===== src/rtl/avalon_mm_arbiter.sv =====
// Round-robin two-port sequencer sharing one Avalon-MM bridge between instruction fetch and data.
// One outstanding transaction at a time, all outputs registered, optional hung-slave timeout.
module avalon_mm_arbiter #(
  parameter int ADDR_W  = 28,
  parameter int DATA_W  = 32,
  parameter int TIMEOUT = 255
) (
  input  logic                clk_clk,
  input  logic                reset_reset_n,

  input  logic                i_req,
  input  logic [ADDR_W-1:0]   i_addr,
  output logic                i_ack,
  output logic [DATA_W-1:0]   i_rdata,
  output logic                i_err,

  input  logic                d_req,
  input  logic                d_we,
  input  logic [ADDR_W-1:0]   d_addr,
  input  logic [DATA_W-1:0]   d_wdata,
  input  logic [DATA_W/8-1:0] d_be,
  output logic                d_ack,
  output logic [DATA_W-1:0]   d_rdata,
  output logic                d_err,

  output logic [ADDR_W-1:0]   m_address,
  output logic                m_read,
  output logic                m_write,
  output logic [DATA_W-1:0]   m_writedata,
  output logic [DATA_W/8-1:0] m_byteenable,
  output logic                m_burstcount,
  output logic                m_debugaccess,
  input  logic                m_waitrequest,
  input  logic [DATA_W-1:0]   m_readdata,
  input  logic                m_readdatavalid
);

  localparam int CNT_W = (TIMEOUT > 1) ? $clog2(TIMEOUT + 1) : 1;
  localparam logic [CNT_W-1:0] TO_LAST = CNT_W'((TIMEOUT > 0) ? (TIMEOUT - 1) : 0);

  localparam logic [1:0] S_IDLE    = 2'd0;
  localparam logic [1:0] S_ISSUE   = 2'd1;
  localparam logic [1:0] S_WAIT_RD = 2'd2;
  localparam logic [1:0] S_DONE    = 2'd3;

  localparam logic OWN_I = 1'b0;
  localparam logic OWN_D = 1'b1;

  logic [1:0]       state;
  logic             owner;
  logic             rr_last;
  logic             lat_we;
  logic [CNT_W-1:0] cnt;

  logic grant_d;
  logic timeout_hit;
  logic accept;
  logic data_beat;
  logic abort;
  logic finish;

  // On a tie the port that did not win last time gets the bridge.
  assign grant_d     = d_req && (!i_req || (rr_last == OWN_I));
  assign timeout_hit = (TIMEOUT > 0) && (cnt == TO_LAST);

  assign accept    = (state == S_ISSUE) && !m_waitrequest;
  assign data_beat = (state == S_WAIT_RD) && m_readdatavalid;
  // A slave response arriving on the last allowed cycle still wins over the abort.
  assign abort     = timeout_hit &&
                     (((state == S_ISSUE) && m_waitrequest) ||
                      ((state == S_WAIT_RD) && !m_readdatavalid));
  assign finish    = (accept && lat_we) || data_beat || abort;

  assign m_burstcount  = 1'b1;
  assign m_debugaccess = 1'b0;

  always_ff @(posedge clk_clk or negedge reset_reset_n) begin
    if (!reset_reset_n) begin
      state        <= S_IDLE;
      owner        <= OWN_I;
      rr_last      <= OWN_D;
      lat_we       <= 1'b0;
      cnt          <= '0;
      m_address    <= '0;
      m_read       <= 1'b0;
      m_write      <= 1'b0;
      m_writedata  <= '0;
      m_byteenable <= '0;
    end else begin
      case (state)
        S_IDLE: begin
          if (i_req || d_req) begin
            owner        <= grant_d;
            rr_last      <= grant_d;
            lat_we       <= grant_d && d_we;
            m_address    <= grant_d ? d_addr : i_addr;
            m_writedata  <= grant_d ? d_wdata : '0;
            m_byteenable <= grant_d ? d_be : '1;
            m_read       <= !(grant_d && d_we);
            m_write      <= grant_d && d_we;
            cnt          <= '0;
            state        <= S_ISSUE;
          end
        end
        S_ISSUE: begin
          cnt <= cnt + 1'b1;
          if (accept) begin
            m_read  <= 1'b0;
            m_write <= 1'b0;
            state   <= lat_we ? S_DONE : S_WAIT_RD;
          end else if (abort) begin
            m_read  <= 1'b0;
            m_write <= 1'b0;
            state   <= S_DONE;
          end
        end
        S_WAIT_RD: begin
          cnt <= cnt + 1'b1;
          if (data_beat || abort) begin
            state <= S_DONE;
          end
        end
        S_DONE: begin
          state <= S_IDLE;
        end
        default: begin
          state <= S_IDLE;
        end
      endcase
    end
  end

  // Completion side: ack/err pulse with the DONE state; rdata only moves on a read beat or an abort.
  always_ff @(posedge clk_clk or negedge reset_reset_n) begin
    if (!reset_reset_n) begin
      i_ack   <= 1'b0;
      i_err   <= 1'b0;
      i_rdata <= '0;
      d_ack   <= 1'b0;
      d_err   <= 1'b0;
      d_rdata <= '0;
    end else begin
      i_ack <= 1'b0;
      i_err <= 1'b0;
      d_ack <= 1'b0;
      d_err <= 1'b0;
      if (finish) begin
        if (owner == OWN_D) begin
          d_ack <= 1'b1;
          d_err <= abort;
        end else begin
          i_ack <= 1'b1;
          i_err <= abort;
        end
      end
      if (data_beat) begin
        if (owner == OWN_D) d_rdata <= m_readdata;
        else                i_rdata <= m_readdata;
      end else if (abort) begin
        if (owner == OWN_D) d_rdata <= '0;
        else                i_rdata <= '0;
      end
    end
  end

endmodule


===== config.mk =====
export PLATFORM = sky130hd
export DESIGN_NAME = avalon_mm_arbiter
export DESIGN_NICKNAME = d
export VERILOG_FILES = /design/src/rtl/avalon_mm_arbiter.sv
export SDC_FILE = /design/constraint.sdc
export NUM_CORES = 1
export LEC_CHECK = 0
export CAP_MARGIN = 0
export CORE_MARGIN = 2
export CORE_UTILIZATION = 44
export DETAILED_ROUTE_END_ITERATION = 7
export PLACE_DENSITY = 0.85
export SYNTH_ARGS = -nofsm -noshare
export SYNTH_HDL_FRONTEND = slang
export SYNTH_SLANG_ARGS = --single-unit

===== constraint.sdc =====
create_clock -name clk_clk -period 1.8 [get_ports clk_clk]
set_input_delay 0.18 -clock clk_clk [delete_from_list [all_inputs] [get_ports clk_clk]]
set_output_delay 0.18 -clock clk_clk [all_outputs]
set_load 0.02 [all_outputs]

==> impl_metrics.tcl <==
set metrics [dict create \
    cp_max_fo 47 \
    crit_type "flop to flop" \
    synthAdderAreaFrac_pct 0.943 \
    period_share_pct 94.4 \
    synthSimpleGateAreaFrac_pct 11.1 \
    fmax_mhz 588 \
    cp.required_ns 2.11 \
    hold_class "input port to async pin" \
    final_common_cell "clkdlybuf4s50_1" \
    setup_viol 0 \
    relSlewSlack_pct 64.0 \
    mostFrequentLayoutCells "263 x clkdlybuf4s50_1, 145 x dfrtp_1, 104 x nand2_1" \
    nNetsFinal 1053 \
    holdWs_ns 0.293 \
    synth_area_leader_cell "dfrtp_1" \
    use_met3_pct 8.06 \
    fillers 1083 \
    cp-start-kind "flop" \
    drive_gt1_share_pct 7.20 \
    use_met1_pct 26.4 \
    regArea_um2 3680 \
    fp.dieH_um 127 \
    initial_core_util_pct 45.3 \
    port_buffers 264 \
    cap_violations 0 \
    post_drt_wl_per_cell_um 16.3 \
    grt_max_degree 65 \
    cts.htree.levels 4 \
    drtIter0Drc 328 \
    antenna_found_initial 0 \
    power_frac_seq_pct 32.4 \
    endpoint_kind "flop" \
    cts_made_buffers 17 \
    synth_warnings 0 \
    grt_pass1_wl_mm 28.5 \
    fin_ws_ns 0.101 \
    vias 5760 \
    muxShareOfSynthArea_pct 4.22 \
    clock_power_share_pct 21.7 \
    die_w_um 127 \
    grt-ovfl-total 0 \
    synth_seq_cells 147 \
    synth_top_family_by_area "compound AO/OA/AOI/OAI gates" \
    use_met2_pct 38.6 \
    cts_tree "yes" \
    area_delta_synth_final_pct 54.0 \
    synth_area_per_cell_um2 10.1 \
    post-dp-hpwl_mm 13.2 \
    cp_cell_sequence "inv_2 > ha_1 > nand2_1 > a211oi_2 > nor2_4 > buf_12 > a21o_1" \
    wirelength_mm 18.1 \
    yosysUniqueCellTypes 43 \
    cpMaxStageDelayCell "dfrtp_1" \
    crit_arrival_ns 2.01 \
    grt_pass1_vias 5603 \
    drc 0 \
    tightest_slew_ns 0.540 \
    ys_seq_area_share_pct 55.4 \
    netlist_area_um2 6640 \
    crit_family "compound AO/OA/AOI/OAI gates" \
    power-per-cell-area_nw_per_um2 1700 \
    post-place-ws_ns 0.0287 \
    io_pins 267 \
    clkTransAtPathRegs_ns 0.06 \
    drv_slew 0 \
    cp_slowest_stage_delay_ns 0.40 \
    max-vdd-ir-drop_uv 1020 \
    yosysTopAreaCellShare_pct 55.1 \
    intPower_mw 10.9 \
    async_flop_share_pct 100 \
    post-route-min-period_ns 1.70 \
    cts_root_buf "clkbuf_16" \
    drtPass1Iterations 7 \
    power.switching_mw 6.55 \
    antenna_cells 0 \
    outcome "finished, final reports clean" \
    rows 44 \
    clock-sinks 147 \
    leakagePower_nw 4.48 \
    clk_path_buf_depth 2 \
    finalHoldViolCount 0 \
    grt_busiest_layer "met2" \
    synth_edf_count 0 \
    path_buf_inv 2 \
    gp_congestion 0.843 \
    track_usage_pct 22.5 \
    syn_nets 796 \
    dieArea_um2 16100 \
    synth_area_leaders "dfrtp_1 55%, o21ai_0 7.5%, a21o_1 7.4%" \
    core_um2 14600 \
    power_frac_comb_pct 46.0 \
    synthCells 660 \
    worst_skew_pair.late_latency_ns 0.42 \
    p_sw_share_pct 37.6 \
    via_per_inst 5.17 \
    multi_input_area_um2 2600 \
    fin_skew_ns 0.00865 \
    antenna_left 0 \
    synth_compound_area_share_pct 21.6 \
    synthFlopType "dfrtp_1" \
    synth_xor_area_share_pct 0.660 \
]
-- cells by family (layout without fill, tap and decap cells) --
logic type      after synthesis  after routing
compound gates              219            219
simple gates                168            168
flops                       147            147
buf+inv                      86            356
mux                          28             28
fa+ha+maj                     5              5
xor+xnor                      5              5
other cells                   2              2
-- Yosys cell counts (all sizes together), types with 2 or more instances --
cell type	count
dfrtp	146
nand2	104
o21ai	100
a21o	65
inv	37
nand3	35
a22o	33
mux2i	28
buf	26
clkbuf	23
nor2	9
a21oi	6
ha	5
xnor2	5
nand2b	4
o22a	4
and2	3
nor4	3
a21boi	2
conb	2
nor3	2
o211ai	2
-- per-stage QoR --
| step | instance area [um^2] | util, % | total power [mW] | cells | TNS (ns) |
|---|---|---|---|---|---|
| after floorplan | 6640 | - | 9.92 | 660 | 0 |
| after global placement | 9560 | 65.3 | 13.4 | 1080 | 0 |
| after detailed placement | 9560 | 65.3 | 13.7 | 1080 | 0 |
| after CTS | 10200 | 69.7 | 17.5 | 1113 | 0 |
| after global routing | 10200 | 69.8 | 18.4 | 1114 | -0.00320 |
| final | 10200 | 69.8 | 17.4 | 1114 | 0 |
-- metal layers --
layer  vias up  share of wire [%]
met3        18                9.0
met2       229                 50
met4         0                1.5
li1       2782                  -
met5         -                  0
met1      2731                 39
-- sequential cells by signal (all words and copies together), names as in the netlist, 2 cells and up --
| signal | flops |
|---|---|
| cnt | 8 |
| d_rdata | 32 |
| i_rdata | 32 |
| m_address | 28 |
| m_byteenable | 4 |
| m_writedata | 32 |
| state | 2 |
-- path summary, 6_finish.rpt --
| check | slack [ns] | from | endpoint | depth (start not counted) |
|---|---|---|---|---|
| setup / recovery | 0.10 | state[1] | i_rdata[11] | 7 |
| hold / removal | 0.29 | reset_reset_n | d_rdata[31] | 2 |
| setup reg to reg | 0.10 | state[1] | i_rdata[11] | 7 |
| hold reg to reg | 0.48 | m_address[19] | m_address[19] | 2 |
| max in group asynchronous | 0.89 | reset_reset_n | m_address[21] | 3 |
| min in group clk_clk | 0.35 | d_wdata[17] | m_writedata[17] | 2 |
-- worst register-to-register path, cell delays in order (launching register included) --
cell	delay, ns
dfrtp_1	0.40
inv_2	0.09
ha_1	0.16
nand2_1	0.09
a211oi_2	0.33
nor2_4	0.10
buf_12	0.19
a21o_1	0.23
-- repair_timing --
item                       CTS  global route
hold buffers                 1             0
buffers inserted             0             1
hold endpoints to repair    51             0
setup endpoints to repair    0            33
resized for setup            0             2
-- area by class of cell --
class | instances | area share, %
well taps | 184 | 2.25
flip-flops and latches | 147 | 36.0
multi-input cells | 427 | 25.4
repair buffers | 287 | 28.7
clock buffers | 20 | 4.47
inverters | 37 | 1.36
clock inverters | 12 | 1.75
-- power groups by stage --
stage               Sequential [mW]  Clock, mW  Combinational, mW
CTS                            5.64       3.84               8.06
global route                   5.80       3.98               8.63
finish                         5.63       3.77               8.00
detailed placement             5.66          0               8.04
global placement               5.62          0               7.82
floorplan                      6.79          0               3.12
(Power assumes the default switching activity.)
